## src/rtl/receiver_sampler.sv

```systemverilog
// receiver_sampler: UART receive bit-timing engine with start-bit validation,
// optional 3-tick majority vote and per-bit strobes carrying index and frame status.
module receiver_sampler #(
    parameter int OVERSAMPLE = 16,
    parameter int DATA_BITS  = 8,
    parameter int PARITY_EN  = 0,
    parameter int STOP_BITS  = 1,
    parameter int MAJORITY   = 1
) (
    input  logic                          clk,
    input  logic                          rst_n,
    input  logic                          Rx_sample_ENABLE,
    input  logic                          rx_en,
    input  logic                          RxD,
    output logic                          sample_valid,
    output logic                          sample_bit,
    output logic [3:0]                    bit_index,
    output logic                          frame_start,
    output logic                          frame_done,
    output logic                          false_start,
    output logic                          framing_error,
    output logic                          busy,
    output logic [$clog2(OVERSAMPLE)-1:0] phase
);
    localparam int PW = $clog2(OVERSAMPLE);
    localparam logic [PW-1:0] HALF = PW'(OVERSAMPLE / 2 - 1);
    localparam logic [PW-1:0] FULL = PW'(OVERSAMPLE - 1);
    localparam logic [2:0] S_IDLE = 3'd0, S_START = 3'd1, S_DATA = 3'd2, S_PARITY = 3'd3, S_STOP = 3'd4;

    logic [2:0]    r_state;
    logic [PW-1:0] r_phase;
    logic [3:0]    r_cnt;
    logic [3:0]    r_bit_index;
    logic [1:0]    r_hist;
    logic          r_err;
    logic          r_sample_valid, r_sample_bit, r_frame_start, r_frame_done, r_false_start, r_framing_error;
    logic          w_vote;

    assign w_vote = (MAJORITY != 0) ? ((RxD & r_hist[0]) | (RxD & r_hist[1]) | (r_hist[0] & r_hist[1])) : RxD;

    always_ff @(posedge clk or negedge rst_n) begin
        if (!rst_n) begin
            r_state         <= S_IDLE;
            r_phase         <= '0;
            r_cnt           <= '0;
            r_bit_index     <= '0;
            r_hist          <= 2'b11;
            r_err           <= 1'b0;
            r_sample_valid  <= 1'b0;
            r_sample_bit    <= 1'b0;
            r_frame_start   <= 1'b0;
            r_frame_done    <= 1'b0;
            r_false_start   <= 1'b0;
            r_framing_error <= 1'b0;
        end else begin
            r_sample_valid  <= 1'b0;
            r_frame_start   <= 1'b0;
            r_frame_done    <= 1'b0;
            r_false_start   <= 1'b0;
            r_framing_error <= 1'b0;
            if (!rx_en) begin
                r_state     <= S_IDLE;
                r_phase     <= '0;
                r_cnt       <= '0;
                r_bit_index <= '0;
                r_hist      <= 2'b11;
                r_err       <= 1'b0;
            end else if (Rx_sample_ENABLE) begin
                r_hist <= {r_hist[0], RxD};
                if (r_state != S_IDLE && r_phase != '0)
                    r_phase <= r_phase - PW'(1);
                else
                    case (r_state)
                        S_IDLE: if (!RxD) begin
                            r_phase <= HALF;
                            r_state <= S_START;
                        end
                        S_START: if (!w_vote) begin
                            r_frame_start <= 1'b1;
                            r_phase       <= FULL;
                            r_cnt         <= '0;
                            r_state       <= S_DATA;
                        end else begin
                            r_false_start <= 1'b1;
                            r_state       <= S_IDLE;
                        end
                        S_DATA: begin
                            r_sample_valid <= 1'b1;
                            r_sample_bit   <= w_vote;
                            r_bit_index    <= r_cnt;
                            r_phase        <= FULL;
                            if (r_cnt == 4'(DATA_BITS - 1)) begin
                                r_cnt   <= '0;
                                r_state <= (PARITY_EN != 0) ? S_PARITY : S_STOP;
                            end else
                                r_cnt <= r_cnt + 4'd1;
                        end
                        S_PARITY: begin
                            r_sample_valid <= 1'b1;
                            r_sample_bit   <= w_vote;
                            r_bit_index    <= 4'(DATA_BITS);
                            r_phase        <= FULL;
                            r_state        <= S_STOP;
                        end
                        S_STOP: if (r_cnt == 4'(STOP_BITS - 1)) begin
                            // phase is already 0 here, so the next tick may accept a new start edge
                            r_frame_done    <= 1'b1;
                            r_framing_error <= r_err | ~w_vote;
                            r_err           <= 1'b0;
                            r_cnt           <= '0;
                            r_state         <= S_IDLE;
                        end else begin
                            r_err   <= r_err | ~w_vote;
                            r_phase <= FULL;
                            r_cnt   <= r_cnt + 4'd1;
                        end
                        default: r_state <= S_IDLE;
                    endcase
            end
        end
    end

    assign sample_valid  = r_sample_valid;
    assign sample_bit    = r_sample_bit;
    assign bit_index     = r_bit_index;
    assign frame_start   = r_frame_start;
    assign frame_done    = r_frame_done;
    assign false_start   = r_false_start;
    assign framing_error = r_framing_error;
    assign busy          = (r_state != S_IDLE);
    assign phase         = r_phase;
endmodule
```

## config.mk

```make
export PLATFORM = sky130hd
export DESIGN_NAME = receiver_sampler
export DESIGN_NICKNAME = d
export VERILOG_FILES = /design/src/rtl/receiver_sampler.sv
export SDC_FILE = /design/constraint.sdc
export NUM_CORES = 1
export LEC_CHECK = 0
export BUFFER_PORTS_ARGS = -buffer_cell sky130_fd_sc_hd__buf_4
export CAP_MARGIN = 20
export CORE_ASPECT_RATIO = 2
export CORE_UTILIZATION = 42
export CTS_CLUSTER_DIAMETER = 200
export CTS_CLUSTER_SIZE = 8
export DETAILED_ROUTE_END_ITERATION = 10
export GPL_ROUTABILITY_DRIVEN = 0
export PLACE_DENSITY = 0.74
export SYNTH_ARGS = -nofsm -noshare
export SYNTH_HDL_FRONTEND = slang
export SYNTH_SLANG_ARGS = --single-unit
```

## constraint.sdc

```tcl
create_clock -name clk -period 1.91 [get_ports clk]
set_input_delay 0.191 -clock clk [delete_from_list [all_inputs] [get_ports clk]]
set_output_delay 0.191 -clock clk [all_outputs]
set_load 0.005 [all_outputs]
```

## Word level (Yosys, flattened, before mapping)

Cells that the tools add are included.

- Register bits after elaboration: 24
- Input bits: 5
- Output and inout port bits: 15
- Word-level logic and storage cells: 109

- Add/subtract/negate cells: 2
- Equal/unequal tests: 18
- Muxes and demuxes: 57
- Bitwise operators: 8
- Reduce and logical (&&, ||, !) cells: 12

Operator list:

| kind | number |
|---|---|
| two-way mux 4 bit | 15 |
| two-way mux 1 bit | 29 |
| two-way mux 3 bit | 6 |
| one-hot mux 4 bit (4 select lines) | 1 |
| one-hot mux 3 bit (5 select lines) | 1 |
| != test 3 bit, second input constant | 4 |
| != test 4 bit, second input constant | 3 |
| one-hot mux 4 bit (3 select lines) | 1 |
| AND reduction 5 bit | 2 |
| one-hot mux 4 bit (2 select lines) | 1 |
| AND reduction 4 bit | 2 |
| == test 3 x 2 -> 1 bit, second input constant | 2 |
| two-way mux 2 bit | 3 |
| != test 6 x 2 -> 1 bit, second input constant | 1 |
| AND reduction 3 bit | 2 |
| adder 4 x 1 -> 4 bit, second input constant | 1 |
| == test 4 x 3 -> 1 bit, second input constant | 1 |
| zero test 4 bit | 1 |
| != test 2 bit, second input constant | 2 |
| != test 4 x 1 -> 1 bit, second input constant | 1 |
| nonzero test 4 bit | 1 |
| subtractor 4 x 1 -> 4 bit, second input constant | 1 |
| AND 1 bit | 3 |
| == test 3 x 1 -> 1 bit, second input constant | 1 |
| 9 further kinds | 12 |

## Longest topological paths before layout

- Depth after elaboration: 10
- Gate-level depth with buffers: 7
- Gate-level depth less buffers: 7

## Least setup slack after synthesis

No wires, ideal clock.

- Kind: register -> register
- Start point: register r_phase[0], in the netlist phase[0]
- End point: register r_cnt[1]
- Library setup time: 77 ps
- Arrival time: 1914 ps
- Data required time: 1833 ps
- Setup slack: -82 ps
- Stages on the path, launching flop included: 8
- Path buffers: 0
- Period minus slack after synthesis: 1992 ps
- Cells stage by stage: dfrtp_1 -> inv_1 -> ha_1 -> nor3b_4 -> and3_2 -> o31ai_2 -> or4b_1 -> a21oi_1

- Word-level cells in the longest chain between the ends: 4

Ends and longest elaborated chain:

| item | line | RTL |
|---|---|---|
| start, declared | 31 | `logic [PW-1:0] r_phase;` |
| start signal, assigned | 71 | `r_phase <= r_phase - PW'(1);` |
| nonzero test 4 bit | 70 | `if (r_state != S_IDLE && r_phase != '0)` |
| logical AND 1 bit | 70 |  |
| != test 2 bit (no source line) | n/a |  |
| AND reduction 4 bit (no source line) | n/a |  |
| end signal, assigned | 96 | `r_cnt <= r_cnt + 4'd1;` |
| end signal, assigned | 115 | `r_cnt <= r_cnt + 4'd1;` |
| end, declared | 32 | `logic [3:0] r_cnt;` |

No other way between the ends.
A chain may end at the register's enable or synchronous reset.

## Worst setup path after layout

- Start point: register r_state[0]
- End point: register r_cnt[1]

- Word-level cells in the longest chain between the ends: 5
- Elaborated cells on any way between the ends: 13
- Those cells by class: 6 x eq/ne; 4 x mux; 3 x reduce/logical

Ends and longest elaborated chain:

| item | line | RTL |
|---|---|---|
| start, declared | 30 | `logic [2:0] r_state;` |
| start signal, assigned | 94 | `r_state <= (PARITY_EN != 0) ? S_PARITY : S_STOP;` |
| == test 3 bit (tied with other cells) | 73 | `case (r_state)` |
| one-hot mux 4 bit (3 select lines) | 73 |  |
| two-way mux 4 bit | 70 |  |
| two-way mux 4 bit | 68 | `end else if (Rx_sample_ENABLE) begin` |
| two-way mux 4 bit | 61 | `if (!rx_en) begin` |

Several ways; a longest one is shown, not always the timed one. The select of a mux whose other input is x is not followed.

==> impl_summary.md <==
Cells and area
The finished cells cover ~1700 um^2. The antenna diode count is 0. The number of nets in the layout is 185. The area growth from synthesis to layout is 28.7%.

The leading cell type in the layout, fill and taps excluded is sky130_fd_sc_hd__buf_4. The share of final-layout standard cells stronger than drive strength 1 is 0.352. After filler insertion, the fill cell instance count of the layout stands at approximately 270.

Leaving out fill and tap cells, the most frequent cells in the layout are sky130_fd_sc_hd__buf_4, sky130_fd_sc_hd__dfrtp_1, sky130_fd_sc_hd__nand2_1.

STA
In the final timing run, aggregate negative setup slack is 0 ns. The shortest clock period the worst path allows after layout is 1.88 ns. The number of hold violations in the final report is 0.

Setup violations remaining at the end of the flow were counted as 0. The maximum operating frequency is 531 MHz. The max-slew violation count was 0. Measured against its own limit, the worst slew margin works out to 0.722. Setup repair after global routing could not meet its margin everywhere.

The post-route worst hold slack is ~0.14 ns. The worst clock skew is 0.00232 ns. At the pin with the least slew margin, the transition time is slightly above 0.4 ns.

The final critical-path share of the clock period is 0.986.

GRT
The number of global-route vias before repair came to about 1,100. The first-pass GRT wire length is around 5000 um. The total track usage is 0.192. The remaining global-route overflow is 0. The number of antenna violations at the first check in global routing is 0.

The largest net degree at the start of global routing is 25.

Flow run
The number of violations of the max-capacitance limit is 0.

Die
The number of standard-cell rows in the floorplan is 28. The area enclosed by the die boundary is 3460 um^2. The floorplan step set the die height to between 80 and 90 um. During I/O placement, the number of pins put on the boundary was 20.

The core region is approximately 3000 um^2. The initial cell density of the core is 0.448. From left edge to right edge, the die measures roughly 42 um.

Logic synthesis
The Yosys step of the flow raised 0 warnings. The share of synthesized area in the top cell type comes to 0.408. The synthesized netlist contains 46 unique library cells. Synthesis inferred 24 register bits. The number of standard cells after synthesis is between 100 and 150.

When the netlist entered floorplanning its net count stood at roughly 150. In this run the mean area of a mapped cell was roughly 9.6 um^2. The share of the Yosys chip area taken by registers is 0.447.

Sorting the synthesized cells by area gives the leading types as sky130_fd_sc_hd__dfrtp_1, sky130_fd_sc_hd__nand2_1, sky130_fd_sc_hd__dfstp_2. The dominant cell type by area after synthesis is sky130_fd_sc_hd__dfrtp_1. The cell area after synthesis is between 1000 and 1500 um^2.

Setup path
STA classifies the critical path endpoint as a flip-flop. STA classifies the critical path startpoint as a flip-flop. STA puts the critical path data arrival time at ~2.1 ns.

The worst setup path is of the reg -> reg kind. Data on the critical path is required at its endpoint by 2.11 ns. The highest net fanout along the worst path is 10.

Power and ir drop
Power comes to about 1.0 mW. The largest voltage drop on the vdd net is 0.548 mV. The power density relative to cell area is 597 nW/um^2.

For this design the static power due to leakage is around 0.78 nW.

Drt
The detailed router placed roughly 1,200 vias in this run. In the final routed layout, each cell accounts on average for ~16 um. The remaining antenna violation count after routing is 0. The pre-antenna-repair detailed-routing pass consisted of 4 iterations. The via density per instance is a little under 6. The detailed router finished its first iteration with 18 violations.

After detailed routing, the total wire length is 3270 um. For this run, design rule violations remaining after detail routing come to 0.

Clocking
The clock net sink count is 24. In this run the number of H-tree levels came out at 1. The clock slew at the register clock pins of the worst setup and hold paths is about 0.08 ns. The maximum clock path buffer count is 2. The total CTS buffers is 3.

The clock latency on the worst-skew pair is between 0.2 and 0.3 ns. The CTS tree is built. CTS placed an instance of sky130_fd_sc_hd__clkbuf_8 at the clock tree root.

Status
The run finished with clean final reports.

Place
The half-perimeter wire length after placement is 2400 um. After detailed placement, the total cell area comes to about 1600 um^2. The count of buffers added on input and output ports is 19.

Hold path
The worst min-delay path category is in -> reg.
[synth_stat cells (all sizes together)]
cell	n
a21oi	10
a221oi	2
a22oi	1
a311oi	1
a31oi	1
and2	1
and2b	1
and3	4
and3b	1
buf	4
clkbuf	2
dfrtp	22
dfstp	2
ha	3
inv	8
maj3	1
mux2	1
mux2i	2
nand2	15
nand2b	1
nand3	7
nand3b	2
nor2	14
nor2b	2
nor3	5
nor3b	4
o211ai	2
o21a	1
o21ai	9
o221a	1
o22ai	1
o31ai	1
o32ai	1
or2	1
or3	1
or3b	2
or4b	2
xnor2	1
[critical path: stages (launching register included)]
cell	delay, ns
sky130_fd_sc_hd__dfrtp_1	0.39
sky130_fd_sc_hd__buf_4	0.18
sky130_fd_sc_hd__o21ai_0	0.28
sky130_fd_sc_hd__and3_4	0.25
sky130_fd_sc_hd__o31ai_4	0.08
sky130_fd_sc_hd__or4b_1	0.47
sky130_fd_sc_hd__a21oi_1	0.16
[power by group]
group / internal [mW] / total (mW) / switching (mW)
clock network: 0.149 / 0.312 / 0.162
logic: 0.0911 / 0.193 / 0.102
registers: 0.521 / 0.532 / 0.0111
[sequential cells by signal, indices dropped and copies added, names as in the netlist]
signal         flops
r_state            3
r_hist             2
sample_valid       1
frame_start        1
r_cnt              4
false_start        1
bit_index          4
r_err              1
framing_error      1
sample_bit         1
phase              4
frame_done         1
[metrics by stage]
step	utilization	cells	worst slack, ns
after floorplan	-	140	-0.0592
after global placement	0.532	196	0.0338
after detailed placement	0.532	196	-0.00125
after CTS	0.556	202	0.0183
after global routing	0.577	206	-0.0446
final	0.577	206	0.0274
[worst paths after layout]
path | slack [ns] | cells past startpoint | start | to
worst max-delay path | 0.03 | 6 | r_state[0] | r_cnt[1]
worst min-delay path | 0.14 | 2 | rx_en | r_hist[1]
worst max register to register | 0.03 | 6 | r_state[0] | r_cnt[1]
worst min register to register | 0.52 | 1 | sample_bit | sample_bit
max in group asynchronous | 1.28 | 2 | rst_n | r_hist[0]
min in group asynchronous | 0.35 | 2 | rst_n | r_state[0]
[cells by family after synthesis]
group | Yosys count | synth area share
compound gates | 31 | 0.159
flops | 24 | 0.447
xor+xnor | 1 | 0.00649
simple gates | 63 | 0.262
mux | 3 | 0.0232
buf+inv | 14 | 0.0658
fa+ha+maj | 4 | 0.0361
[layer usage]
metal	part of all wire	GRT usage	vias up
met5	0	0	-
met4	0.042	0.122	0
met3	0.047	0.0370	17
met2	0.56	0.369	44
met1	0.35	0.180	581
li1	-	-	565
[area by class of cell]
class                   count  area, um^2  area share
clock buffers               4        45.0      0.0259
repair buffers             38         302       0.174
inverters                   8        30.0      0.0173
multi-input cells         102         721       0.415
flip-flops and latches     24         603       0.347
well taps                  30        37.5      0.0216
[what timing repair did]
item,4_1_cts,5_1_grt
setup endpoints to repair,4,11
resized for setup,1,10
gates cloned,0,1
hold buffers,1,0
pin swaps,1,4
setup buffers,1,3
hold endpoints to repair,22,0
Note: power is estimated with default switching activity, not from simulation.
